==> src/rtl/mem_port_arbiter.sv <==
// -----------------------------------------------------------------------------
// mem_port_arbiter
//
// Shares one single-ported unified instruction/data memory between the fetch
// stage (i_*) and the load/store stage (d_*). One registered memory
// transaction runs at a time against a variable-latency memory that signals
// completion with mem_ready. A registered write-observation port (wr_*)
// reports every completed store.
//
// Optional feature: define ARB_STARVE_GUARD_EN to build a starvation guard
// that forces a fetch grant after STARVE_LIMIT consecutive data grants made
// while fetch was waiting. Without it, data has strict priority.
//
// Ports
//   clk                 system clock, rising edge
//   reset               asynchronous, active-low reset
//   i_req/i_addr        fetch request (level, held until i_ack) and address
//   i_ack/i_rdata       one-cycle fetch completion pulse and fetched word
//   d_req/d_we/d_be     load/store request, store flag, byte enables
//   d_addr/d_wdata      data address and store data
//   d_ack/d_rdata       one-cycle data completion pulse and load data
//   mem_req             memory transaction active
//   mem_we/mem_be       registered transaction write flag / byte enables
//   mem_addr/mem_wdata  registered transaction address / write data
//   mem_rdata/mem_ready memory read data, completion handshake
//   wr_active           pulse: a store completed (coincident with d_ack)
//   wr_addr/wr_data     address / data of the completed store
// -----------------------------------------------------------------------------
module mem_port_arbiter #(
    parameter int ADDR_W       = 32,
    parameter int DATA_W       = 32,
    parameter int STARVE_LIMIT = 4
) (
    input  logic                clk,
    input  logic                reset,

    input  logic                i_req,
    input  logic [ADDR_W-1:0]   i_addr,
    output logic                i_ack,
    output logic [DATA_W-1:0]   i_rdata,

    input  logic                d_req,
    input  logic                d_we,
    input  logic [DATA_W/8-1:0] d_be,
    input  logic [ADDR_W-1:0]   d_addr,
    input  logic [DATA_W-1:0]   d_wdata,
    output logic                d_ack,
    output logic [DATA_W-1:0]   d_rdata,

    output logic                mem_req,
    output logic                mem_we,
    output logic [DATA_W/8-1:0] mem_be,
    output logic [ADDR_W-1:0]   mem_addr,
    output logic [DATA_W-1:0]   mem_wdata,
    input  logic [DATA_W-1:0]   mem_rdata,
    input  logic                mem_ready,

    output logic                wr_active,
    output logic [ADDR_W-1:0]   wr_addr,
    output logic [DATA_W-1:0]   wr_data
);

    localparam int BE_W = DATA_W / 8;

    typedef enum logic [1:0] {
        IDLE   = 2'd0,
        BUSY_I = 2'd1,
        BUSY_D = 2'd2
    } state_t;

    state_t              state_q, state_d;
    logic                mem_req_q, mem_req_d;
    logic                mem_we_q, mem_we_d;
    logic [BE_W-1:0]     mem_be_q, mem_be_d;
    logic [ADDR_W-1:0]   mem_addr_q, mem_addr_d;
    logic [DATA_W-1:0]   mem_wdata_q, mem_wdata_d;
    logic                i_ack_q, i_ack_d;
    logic [DATA_W-1:0]   i_rdata_q, i_rdata_d;
    logic                d_ack_q, d_ack_d;
    logic [DATA_W-1:0]   d_rdata_q, d_rdata_d;
    logic                wr_active_q, wr_active_d;
    logic [ADDR_W-1:0]   wr_addr_q, wr_addr_d;
    logic [DATA_W-1:0]   wr_data_q, wr_data_d;

    // A requester whose ack is high is still dropping its req this cycle, so
    // its req line must not be read as a new request.
    logic i_elig, d_elig;
    logic ack_cycle;
    logic fetch_first;

`ifdef ARB_STARVE_GUARD_EN
    localparam logic [3:0] STARVE_MAX = 4'(STARVE_LIMIT);
    logic [3:0] starve_q, starve_d;
`endif

    assign i_elig    = i_req && !i_ack_q;
    assign d_elig    = d_req && !d_ack_q;
    // The cycle carrying an ack is the first IDLE cycle after a transaction;
    // no grant is made in it, so the next grant lands in the following cycle.
    assign ack_cycle = i_ack_q || d_ack_q;

`ifdef ARB_STARVE_GUARD_EN
    assign fetch_first = i_elig && d_elig && (starve_q == STARVE_MAX);
`else
    assign fetch_first = 1'b0;
`endif

    always_comb begin
        state_d     = state_q;
        mem_req_d   = mem_req_q;
        mem_we_d    = mem_we_q;
        mem_be_d    = mem_be_q;
        mem_addr_d  = mem_addr_q;
        mem_wdata_d = mem_wdata_q;
        i_ack_d     = 1'b0;
        i_rdata_d   = i_rdata_q;
        d_ack_d     = 1'b0;
        d_rdata_d   = d_rdata_q;
        wr_active_d = 1'b0;
        wr_addr_d   = wr_addr_q;
        wr_data_d   = wr_data_q;
`ifdef ARB_STARVE_GUARD_EN
        starve_d    = starve_q;
`endif

        unique case (state_q)
            IDLE: begin
                if (!ack_cycle) begin
                    if (d_elig && !fetch_first) begin
                        state_d     = BUSY_D;
                        mem_req_d   = 1'b1;
                        mem_we_d    = d_we;
                        mem_be_d    = d_be;
                        mem_addr_d  = d_addr;
                        mem_wdata_d = d_wdata;
`ifdef ARB_STARVE_GUARD_EN
                        // Only data grants that overtook a waiting fetch count.
                        if (i_elig && (starve_q < STARVE_MAX)) begin
                            starve_d = starve_q + 4'd1;
                        end
`endif
                    end else if (i_elig) begin
                        state_d    = BUSY_I;
                        mem_req_d  = 1'b1;
                        mem_we_d   = 1'b0;
                        mem_be_d   = '1;
                        mem_addr_d = i_addr;
`ifdef ARB_STARVE_GUARD_EN
                        starve_d   = 4'd0;
`endif
                    end
                end
            end

            BUSY_I: begin
                if (mem_ready) begin
                    state_d   = IDLE;
                    mem_req_d = 1'b0;
                    i_rdata_d = mem_rdata;
                    i_ack_d   = 1'b1;
                end
            end

            BUSY_D: begin
                if (mem_ready) begin
                    state_d   = IDLE;
                    mem_req_d = 1'b0;
                    // Read data is captured for stores as well; callers ignore it.
                    d_rdata_d = mem_rdata;
                    d_ack_d   = 1'b1;
                    if (mem_we_q) begin
                        wr_active_d = 1'b1;
                        wr_addr_d   = mem_addr_q;
                        wr_data_d   = mem_wdata_q;
                    end
                end
            end

            default: begin
                state_d   = IDLE;
                mem_req_d = 1'b0;
            end
        endcase
    end

    // Reset abandons any in-flight transaction; no ack is produced for it.
    always_ff @(posedge clk or negedge reset) begin
        if (!reset) begin
            state_q     <= IDLE;
            mem_req_q   <= 1'b0;
            mem_we_q    <= 1'b0;
            mem_be_q    <= '0;
            mem_addr_q  <= '0;
            mem_wdata_q <= '0;
            i_ack_q     <= 1'b0;
            i_rdata_q   <= '0;
            d_ack_q     <= 1'b0;
            d_rdata_q   <= '0;
            wr_active_q <= 1'b0;
            wr_addr_q   <= '0;
            wr_data_q   <= '0;
`ifdef ARB_STARVE_GUARD_EN
            starve_q    <= 4'd0;
`endif
        end else begin
            state_q     <= state_d;
            mem_req_q   <= mem_req_d;
            mem_we_q    <= mem_we_d;
            mem_be_q    <= mem_be_d;
            mem_addr_q  <= mem_addr_d;
            mem_wdata_q <= mem_wdata_d;
            i_ack_q     <= i_ack_d;
            i_rdata_q   <= i_rdata_d;
            d_ack_q     <= d_ack_d;
            d_rdata_q   <= d_rdata_d;
            wr_active_q <= wr_active_d;
            wr_addr_q   <= wr_addr_d;
            wr_data_q   <= wr_data_d;
`ifdef ARB_STARVE_GUARD_EN
            starve_q    <= starve_d;
`endif
        end
    end

    assign mem_req   = mem_req_q;
    assign mem_we    = mem_we_q;
    assign mem_be    = mem_be_q;
    assign mem_addr  = mem_addr_q;
    assign mem_wdata = mem_wdata_q;
    assign i_ack     = i_ack_q;
    assign i_rdata   = i_rdata_q;
    assign d_ack     = d_ack_q;
    assign d_rdata   = d_rdata_q;
    assign wr_active = wr_active_q;
    assign wr_addr   = wr_addr_q;
    assign wr_data   = wr_data_q;

endmodule

==> config.mk <==
export PLATFORM = sky130hd
export DESIGN_NAME = mem_port_arbiter
export DESIGN_NICKNAME = d
export VERILOG_FILES = /design/src/rtl/mem_port_arbiter.sv
export SDC_FILE = /design/constraint.sdc
export NUM_CORES = 1
export LEC_CHECK = 0
export ABC_CLOCK_PERIOD_IN_PS = 4900
export BUFFER_PORTS_ARGS = -buffer_cell sky130_fd_sc_hd__buf_2
export CORE_MARGIN = 2
export CORE_UTILIZATION = 52
export DETAILED_ROUTE_END_ITERATION = 10
export PLACE_DENSITY = 0.81
export SLEW_MARGIN = 20
export SYNTH_ARGS = -nofsm -noshare
export SYNTH_HDL_FRONTEND = slang
export SYNTH_SLANG_ARGS = --single-unit
export TNS_END_PERCENT = 10
==> constraint.sdc <==
create_clock -name clk -period 4.9 [get_ports clk]
set_input_delay 0.98 -clock clk [delete_from_list [all_inputs] [get_ports clk]]
set_output_delay 0.98 -clock clk [all_outputs]
set_load 0.1 [all_outputs]
==> reports/metrics.csv, run 1 <==
stage,metric,value,unit
synthesis,synthCells,490,
critical_path,required,5.27,ns
die,ioPinCount,339,
clocking,clock-sinks,203,
flow_run,cap_violations,0,
synthesis,yosysWarnings,0,
die,rows,46,
critical_path,arrival,2.85,ns
synthesis,ys_seq_area_share,61.2,%
global_route,overflow,0,
clocking,postCtsSetupBuffers,0,
placed_design,dpl.cell_count,1024,
clocking,root_buffer,clkbuf_16,
timing,fin_setup_tns,0,ns
synthesis,synth_flop_cell,dfrtp_1,
hold_path,hp-class,flop to flop,
critical_path,critPathCaptureType,flop,
timing,finalCriticalPeriod,2.47,ns
routing,ant_nets,0,
die,start_util,52.6,%
placed_design,hpwl,14500,um
synthesis,synth_nets,632,
die,die_w,130,um
clocking,cts-resized-gates,0,
placed_design,place_area,0.0101,mm^2
finish,area_growth,31.0,%
timing,worstMarginPinSlew,0.931,ns
routing,num_vias,5529,
routing,drtIter0Drc,180,
critical_path,critPathLaunchType,flop,
routing,vias_per_cell,5.20,
clocking,clock_insertion_delay_worst_skew,0.49,ns
die,dieArea,0.0170,mm^2
clocking,cts_tree,built,
synthesis,synth-edff-count,0,
synthesis,ys_async_sr_fraction,100,%
critical_path,critPathSlowestCell,and3_2,
critical_path,crit_type,flop to flop,
finish,finalNetCount,973,
routing,wl,20500,um
timing,slew_viol_final,0,
timing,rsz0062_at_grt,false,
die,core_area,0.0158,mm^2
finish,instances_no_fill,1064,
clocking,htreeDepth,1,
clocking,cts-hold-fix-buffers,0,
critical_path,cpPeakStageDelay,0.68,ns
status,outcome,completed,
clocking,clk_pin_slew,0.06,ns
timing,finalSetupViolations,0,
global_route,grt_pass1_wl,30600,um
critical_path,path_cells,"inv_1, ha_1, and3_2, buf_4, mux2_2",
global_route,grt_max_degree,120,
routing,drc,0,
synthesis,syn_area_per_cell,16.9,um^2
timing,max_freq,404,MHz
global_route,antenna_found_initial,2,
routing,dr.pass1.iters,4,
timing,clock_skew,0.00661,ns
global_route,grt_pass1_vias,6051,
clocking,cts_buffer_depth,3,
timing,period_share,50.5,%
die,die_y,130,um
placed_design,gp_congestion,0.803,
clocking,cts_buffers,21,
global_route,grtUsageTotal,23.0,%
placed_design,port_buffers,338,
timing,hold_viol,0,
synthesis,synth_seq_cells,203,
finish,final_cell_area,0.0109,mm^2
routing,drt-wirelength-per-cell,19.2,um
timing,slew-limit-headroom,37.9,%
finish,drive_gt1_share,71.5,%
synthesis,yosysUniqueCellTypes,31,
critical_path,worstPathMaxFanout,34,
synthesis,syn_area,0.00830,mm^2
## worst max-delay path: cells and delay by family (launching register included)
family,cells,cell delay [ns]
AND/OR/NAND/NOR,1,0.68
adder cells (fa/ha/maj),1,0.19
flip-flops,1,0.38
multiplexers,1,0.40
buffers and inverters,2,0.67
## worst paths after layout
path	depth (start not counted)	start	to	slack, ns
worst max-delay path	5	state_q[0]	wr_data[31]	2.43
worst min-delay path	1	d_rdata[18]	d_rdata[18]	0.50
worst max register to register	5	state_q[0]	wr_data[31]	2.43
worst min register to register	1	d_rdata[18]	d_rdata[18]	0.50
max in group asynchronous	2	reset	wr_addr[31]	3.07
min in group asynchronous	1	reset	d_rdata[10]	0.61
## final cells by class
class                   count  area [um^2]
clock inverters             8          169
fillers                  1165         4900
repair buffers            343         1740
inverters                   6         22.5
multi-input cells         256         2980
flip-flops and latches    203         5080
diodes                      3         7.51
clock buffers              29          606
well taps                 216          270
## cells in the mapped netlist, drive strengths merged (2+ instances only)
master | count | area, um^2
mux2 | 224 | 2720
dfrtp | 203 | 5080
buf | 24 | 223
inv | 6 | 22.5
ha | 4 | 50.1
o22a | 4 | 35.0
nand2 | 3 | 11.3
nor2 | 3 | 27.5
a2bb2oi | 2 | 17.5
and3 | 2 | 13.8
nand2b | 2 | 12.5
nand3 | 2 | 10.0
o21ai | 2 | 13.8
## sequential cells by signal (all words and copies together), names as in the netlist
signal and cells:
mem_wdata 32, d_rdata 32, wr_addr 32, i_ack 1, mem_req 1, mem_we 1
d_ack 1, state_q 2, wr_active 1, mem_addr 32, wr_data 32, i_rdata 32
mem_be 4
## layout by cell type, fill, tap and decap left out, types with 3 or more instances in the layout
master / netlist / routed
buf_2: 9 / 337
dfrtp_1: 203 / 203
mux2_2: 170 / 170
mux2_4: 52 / 52
clkbuf_16: 0 / 21
inv_1: 6 / 6
clkbuf_8: 0 / 6
bufinv_16: 0 / 5
buf_4: 8 / 5
o22a_1: 4 / 4
ha_1: 4 / 4
diode_2: 0 / 3
nand2_1: 3 / 3
clkbuf_1: 0 / 3
## stage by stage
stage,setup slack (ns),utilization (%),hold slack (ns)
2_1_floorplan,2.80,-,0.515
3_3_place_gp,2.08,63.9,0.483
3_5_place_dp,2.01,63.9,0.487
4_1_cts,2.41,68.9,0.501
5_1_grt,2.28,68.9,0.514
6_report,2.43,68.9,0.499
## per-layer routing
metal	routed length, um	vias up	track usage (%)
met3	1940	56	7.91
met2	10400	273	40.7
met4	685	0	10.1
li1	-	2426	-
met1	7450	2774	25.1
met5	0	-	0
## logic make-up (layout without fill, tap and decap cells)
| kind of cell | Yosys count | in the layout | synth area share [%] |
|---|---|---|---|
| adder cells (fa/ha/maj) | 4 | 4 | 0.603 |
| multiplexers | 224 | 224 | 32.7 |
| AND/OR/NAND/NOR | 14 | 14 | 1.06 |
| AO/OA/AOI/OAI | 14 | 14 | 1.39 |
| flip-flops | 203 | 203 | 61.2 |
| other | 0 | 3 | 0 |
| buffers and inverters | 31 | 386 | 3.01 |
Power of run 1 is not shown: default switching activity piles up to over one toggle a cycle in this logic, so the estimate is an artifact.
==> run 2: changes to the inputs <==
--- a/config.mk
+++ b/config.mk
@@ -5,12 +5,12 @@
 export SDC_FILE = /design/constraint.sdc
 export NUM_CORES = 1
 export LEC_CHECK = 0
-export ABC_CLOCK_PERIOD_IN_PS = 4900
+export ABC_CLOCK_PERIOD_IN_PS = 2200
 export BUFFER_PORTS_ARGS = -buffer_cell sky130_fd_sc_hd__buf_2
 export CORE_MARGIN = 2
-export CORE_UTILIZATION = 52
+export CORE_UTILIZATION = 44
 export DETAILED_ROUTE_END_ITERATION = 10
-export PLACE_DENSITY = 0.81
+export PLACE_DENSITY = 0.73
 export SLEW_MARGIN = 20
 export SYNTH_ARGS = -nofsm -noshare
 export SYNTH_HDL_FRONTEND = slang
==> constraint.sdc (replaced) <==
create_clock -name clk -period 2.2 [get_ports clk]
set_input_delay 0.44 -clock clk [delete_from_list [all_inputs] [get_ports clk]]
set_output_delay 0.44 -clock clk [all_outputs]
set_load 0.1 [all_outputs]
==> reports/metrics.csv, run 2 (synthesis gave the netlist of run 1 again) <==
stage,metric,value,unit
finish,drive_gt1_share,71.3,%
timing,worstMarginPinSlew,0.531,ns
placed_design,dpl.cell_count,1048,
placed_design,hpwl,14000,um
global_route,grt_pass1_wl,30100,um
clocking,htreeDepth,1,
clocking,clock_insertion_delay_worst_skew,0.50,ns
global_route,met2_usage,32.5,%
critical_path,crit_family,flip-flops,
global_route,grt_max_degree,61,
timing,max_freq,533,MHz
die,dieArea,0.0200,mm^2
clocking,cts_buffers,22,
global_route,grt_use_met1,22.2,%
flow_run,cap_violations,0,
global_route,grt.busiest_layer,met2,
clocking,cts_buffer_depth,3,
die,core_area,0.0186,mm^2
routing,ant_nets,0,
hold_path,hold_depth,2,
finish,finalNetCount,981,
die,die_y,141,um
die,start_util,44.7,%
critical_path,crit_type,flop to flop,
global_route,gr-usage-met3,5.84,%
die,rows,50,
clocking,clock-sinks,203,
global_route,overflow,0,
status,outcome,completed,
clocking,cts-resized-gates,0,
critical_path,critPathCaptureType,flop,
timing,period_share,85.3,%
critical_path,critPathSlowestCell,dfrtp_1,
timing,finalCriticalPeriod,1.88,ns
routing,vias_per_cell,4.99,
critical_path,rr_endpoint,mem_addr[8],
critical_path,r2r.worst_path.cells,6,
die,ioPinCount,339,
hold_path,min-delay-start,d_be[0],
critical_path,r2r_slack,0.32,ns
critical_path,timing.rr.start,state_q[1],
finish,final_common_cell,buf_2,
critical_path,worst-path-buf-inv,2,
timing,clock_skew,0.0141,ns
routing,drc,0,
die,die_w,141,um
global_route,grt_pass1_vias,5821,
global_route,grtUsageTotal,18.9,%
placed_design,gp_congestion,0.823,
timing,slew-limit-headroom,64.9,%
finish,final_cell_mix,"buf_2, dfrtp_1, mux2_2, mux2_4, clkbuf_16",
clocking,cts_tree,built,
critical_path,critPathLaunchType,flop,
global_route,antenna_found_initial,1,
routing,drt-wirelength-per-cell,18.0,um
finish,instances_no_fill,1089,
timing,rsz0062_at_grt,false,
critical_path,required,2.57,ns
hold_path,hp-class,primary input to flop,
hold_path,hold_path_end,mem_be[0],
placed_design,port_buffers,338,
critical_path,cpPeakStageDelay,0.41,ns
routing,drtIter0Drc,143,
critical_path,path_cells,"inv_1, ha_1, o21ai_2, nor2_8, buf_12, mux2_2",
routing,num_vias,5439,
timing,hold_viol,0,
routing,wl,19600,um
finish,area_growth,33.0,%
routing,dr.pass1.iters,6,
timing,finalSetupViolations,0,
timing,fin_setup_tns,0,ns
clocking,clk_pin_slew,0.06,ns
clocking,root_buffer,clkbuf_16,
critical_path,arrival,2.25,ns
critical_path,worstPathMaxFanout,36,
timing,slew_viol_final,0,
==> run 2: cell count changes in the layout (fill, tap and decap cells not counted) <==
cell	previous run	this run
buf_12	0	9
clkbuf_8	6	5
diode_2	3	1
bufinv_16	5	3
clkbuf_16	21	23
clkbuf_1	3	6
nand2b_4	1	0
dlygate4sd3_1	0	1
clkinv_2	2	3
nand2b_2	0	1
buf_4	5	2
inv_6	1	0
==> run 2: worst max-delay path by stage <==
stage                            start      endpoint  slack, ns  cells after the start
after CTS                 mem_addr[26]  mem_addr[26]       0.33                      1
after global placement      state_q[1]   mem_addr[8]       0.41                      6
after detailed placement    state_q[1]   mem_addr[9]       0.35                      6
after floorplan                  d_ack   mem_addr[0]        0.1                      5
after global routing        state_q[1]   mem_addr[8]       0.23                      6
final                       state_q[1]   mem_addr[8]       0.32                      6
==> run 2: layer usage <==
metal,part of all wire (%),routed length [um]
met3,8.9,1750
met5,0,0
met2,49,9550
met4,2.9,575
met1,39,7740
==> run 2: timing repair <==
action                                  4_1_cts  5_1_grt
endpoints found under the hold margin        44        0
endpoints found under the setup margin        0        0
buffers inserted                              0        0
hold buffers                                  1        0
==> run 2: layout make-up <==
cell class | instances | area, um^2
Fill cell | 1514 | 7540
Timing Repair Buffer | 350 | 1910
Sequential cell | 203 | 5080
Clock inverter | 6 | 105
Clock buffer | 33 | 653
Antenna cell | 1 | 2.50
Tap cell | 234 | 293
Inverter | 6 | 22.5
Multi-Input combinational cell | 256 | 2970
==> run 2: stage by stage <==
stage	hold slack (ns)	utilization, %	setup WS (ns)	area [um^2]
floorplan	0.144	-	0.0990	8300
global placement	0.419	55.2	0.408	10300
detailed placement	0.424	55.2	0.349	10300
CTS	0.136	59.4	0.329	11000
global route	0.147	59.4	0.228	11000
finish	0.161	59.4	0.324	11000
Power of run 2 is left out for the same reason.
==> run 3: changes to the inputs <==
--- a/config.mk
+++ b/config.mk
@@ -5,12 +5,13 @@
 export SDC_FILE = /design/constraint.sdc
 export NUM_CORES = 1
 export LEC_CHECK = 0
+export ABC_AREA = 1
 export ABC_CLOCK_PERIOD_IN_PS = 2200
 export BUFFER_PORTS_ARGS = -buffer_cell sky130_fd_sc_hd__buf_2
 export CORE_MARGIN = 2
-export CORE_UTILIZATION = 44
+export CORE_UTILIZATION = 43
 export DETAILED_ROUTE_END_ITERATION = 10
-export PLACE_DENSITY = 0.73
+export PLACE_DENSITY = 0.72
 export SLEW_MARGIN = 20
 export SYNTH_ARGS = -nofsm -noshare
 export SYNTH_HDL_FRONTEND = slang
==> reports/metrics.csv, run 3 <==
stage,metric,value,unit
clocking,clk_pin_slew,0.06,ns
routing,num_vias,6953,
placed_design,port_buffers,338,
global_route,grt_pass1_wl,33900,um
die,ioPinCount,339,
synthesis,yosysUniqueCellTypes,18,
timing,fin_setup_tns,0,ns
clocking,cts-resized-gates,0,
clocking,cts_tree,built,
finish,seq_area,0.00508,mm^2
critical_path,rr_endpoint,mem_wdata[17],
synthesis,synth_compound_area_share,8.20,%
hold_path,hp-class,primary input to flop,
synthesis,synthAdderAreaFrac,0.621,%
hold_path,hold_depth,3,
finish,area_growth,31.7,%
clocking,clock_insertion_delay_worst_skew,0.49,ns
critical_path,required,1.76,ns
critical_path,path_cells,buf_2,
synthesis,synthMuxAreaShare,0,%
status,outcome,completed,
critical_path,timing.rr.start,state_q[1],
placed_design,gp_congestion,0.881,
synthesis,synth.area.top_cells,"dfrtp_1, nand2_1, o21ai_0",
synthesis,yosysWarnings,0,
die,start_util,43.5,%
critical_path,critPathLaunchType,flop,
timing,period_share,83.9,%
critical_path,r2r.worst_path.cells,6,
timing,slew-limit-headroom,57.7,%
routing,wl,21500,um
critical_path,r2r_slack,0.47,ns
clocking,cts_buffers,22,
finish,final_common_cell,nand2_1,
timing,worstMarginPinSlew,0.634,ns
finish,n_fill_cell,1691,
critical_path,worstPathMaxFanout,3,
routing,drc,0,
synthesis,yosys-top-cells-count,"nand2_1, dfrtp_1, o21ai_0, inv_1, nor2_1",
critical_path,critPathSlowestCell,buf_2,
critical_path,crit_type,flop to primary output,
synthesis,synthXorXnorAreaFrac,0,%
synthesis,syn_area_per_cell,8.80,um^2
flow_run,cap_violations,0,
synthesis,synth-edff-count,0,
die,die_y,141,um
critical_path,worst-path-buf-inv,1,
critical_path,arrival,1.41,ns
finish,multi_input_area,0.00244,mm^2
finish,drive_gt1_share,31.7,%
clocking,htreeDepth,1,
critical_path,crit_path_start,d_ack,
synthesis,yosysMostFrequentCell,nand2_1,
routing,drt-wirelength-per-cell,14.4,um
global_route,grt_pass1_vias,6597,
finish,finalNetCount,1387,
synthesis,synth-simple-area-share,21.5,%
die,dieArea,0.0198,mm^2
timing,slew_viol_final,0,
routing,vias_per_cell,4.66,
die,core_area,0.0185,mm^2
routing,drtIter0Drc,398,
timing,finalCriticalPeriod,1.85,ns
global_route,overflow,0,
global_route,antenna_found_initial,2,
routing,dr.pass1.iters,5,
timing,finalSetupViolations,0,
timing,max_freq,542,MHz
critical_path,path_depth,1,
critical_path,crit_family,buffers and inverters,
synthesis,synth_seq_cells,203,
synthesis,ys_seq_area_share,63.1,%
finish,final_cell_mix,"nand2_1, buf_2, dfrtp_1, o21ai_0, inv_1",
timing,clock_skew,0.0135,ns
synthesis,synth_top_family_by_area,simple AND/OR/NAND/NOR gates,
synthesis,synth_nets,1057,
clocking,cts_buffer_depth,3,
global_route,grtUsageTotal,21.1,%
critical_path,crit_end,d_ack,
die,die_w,141,um
timing,hold_viol,0,
critical_path,cpPeakStageDelay,0.49,ns
routing,ant_nets,0,
synthesis,yosysTopAreaCell,dfrtp_1,
placed_design,hpwl,15500,um
synthesis,synth_flop_cell,dfrtp_1,
clocking,clock-sinks,203,
die,rows,50,
critical_path,critPathCaptureType,primary output,
clocking,root_buffer,clkbuf_16,
timing,rsz0062_at_grt,false,
synthesis,syn_area,0.00805,mm^2
global_route,grt_max_degree,65,
synthesis,synth_top_area_share,63.1,%
synthesis,ys_async_sr_fraction,100,%
synthesis,synthCells,915,
-- run 3: changes by cell type in the layout (fill, tap and decap cells not counted), moves of 5 or more --
cell	previous run	this run
a21oi_1	1	31
buf_12	9	3
buf_4	2	11
clkbuf_1	6	1
clkinv_2	3	9
inv_1	6	71
mux2_2	170	0
mux2_4	52	0
nand2_1	3	403
nor2_1	2	40
o21ai_0	1	95
o21ai_1	0	6
-- run 3: area by class of cell --
| class | instances | area share, % |
|---|---|---|
| Clock buffer | 24 | 5.46 |
| Inverter | 76 | 2.69 |
| Multi-Input combinational cell | 589 | 23.0 |
| Timing Repair Buffer | 353 | 17.5 |
| Tap cell | 234 | 2.76 |
| Antenna cell | 1 | 0.0236 |
| Sequential cell | 203 | 47.9 |
| Clock inverter | 12 | 0.649 |
-- run 3: layer usage --
layer	share of wire [%]	up-vias	GRT usage [%]
li1	-	3471	-
met1	43	3194	27.8
met2	47	242	35.0
met3	6.7	44	4.21
met4	3.2	2	7.53
met5	0.060	-	0
-- run 3: tightest hold or removal path: stages --
cell and delay (ns):
buf_2 0.09, inv_1 0.04, o21ai_1 0.06
-- run 3: cell families (layout without fill, tap and decap cells) --
group,after synthesis,after routing
AND/OR/NAND/NOR,453,453
flip-flops,203,203
AO/OA/AOI/OAI,132,132
buffers and inverters,123,465
adder cells (fa/ha/maj),4,4
other,0,1
-- run 3: per-stage QoR --
| step | cells | area [um^2] | utilization (%) | setup WS [ns] | hold WS [ns] |
|---|---|---|---|---|---|
| final | 1492 | 10600 | 57.3 | 0.354 | 0.188 |
| after global routing | 1492 | 10600 | 57.3 | 0.307 | 0.168 |
| after CTS | 1491 | 10600 | 57.3 | 0.322 | 0.171 |
| after detailed placement | 1454 | 9940 | 53.7 | 0.513 | 0.413 |
| after global placement | 1454 | 9940 | 53.7 | 0.571 | 0.416 |
| after floorplan | 915 | 8050 | - | 0.459 | 0.144 |
-- run 3: what timing repair did --
action | 4_1_cts | 5_1_grt
hold endpoints to repair | 44 | 0
hold buffers | 1 | 0
setup buffers | 0 | 0
-- run 3: how the worst min path moves through the flow --
stage	end	start	slack (ns)
6_report	mem_wdata[31]	d_wdata[31]	0.19
5_1_grt	mem_wdata[31]	d_wdata[31]	0.17
4_1_cts	mem_wdata[31]	d_wdata[31]	0.17
3_5_place_dp	i_rdata[8]	reset	0.41
3_3_place_gp	d_rdata[8]	reset	0.42
2_1_floorplan	d_ack	reset	0.14
Power of run 3 is left out for the same reason.
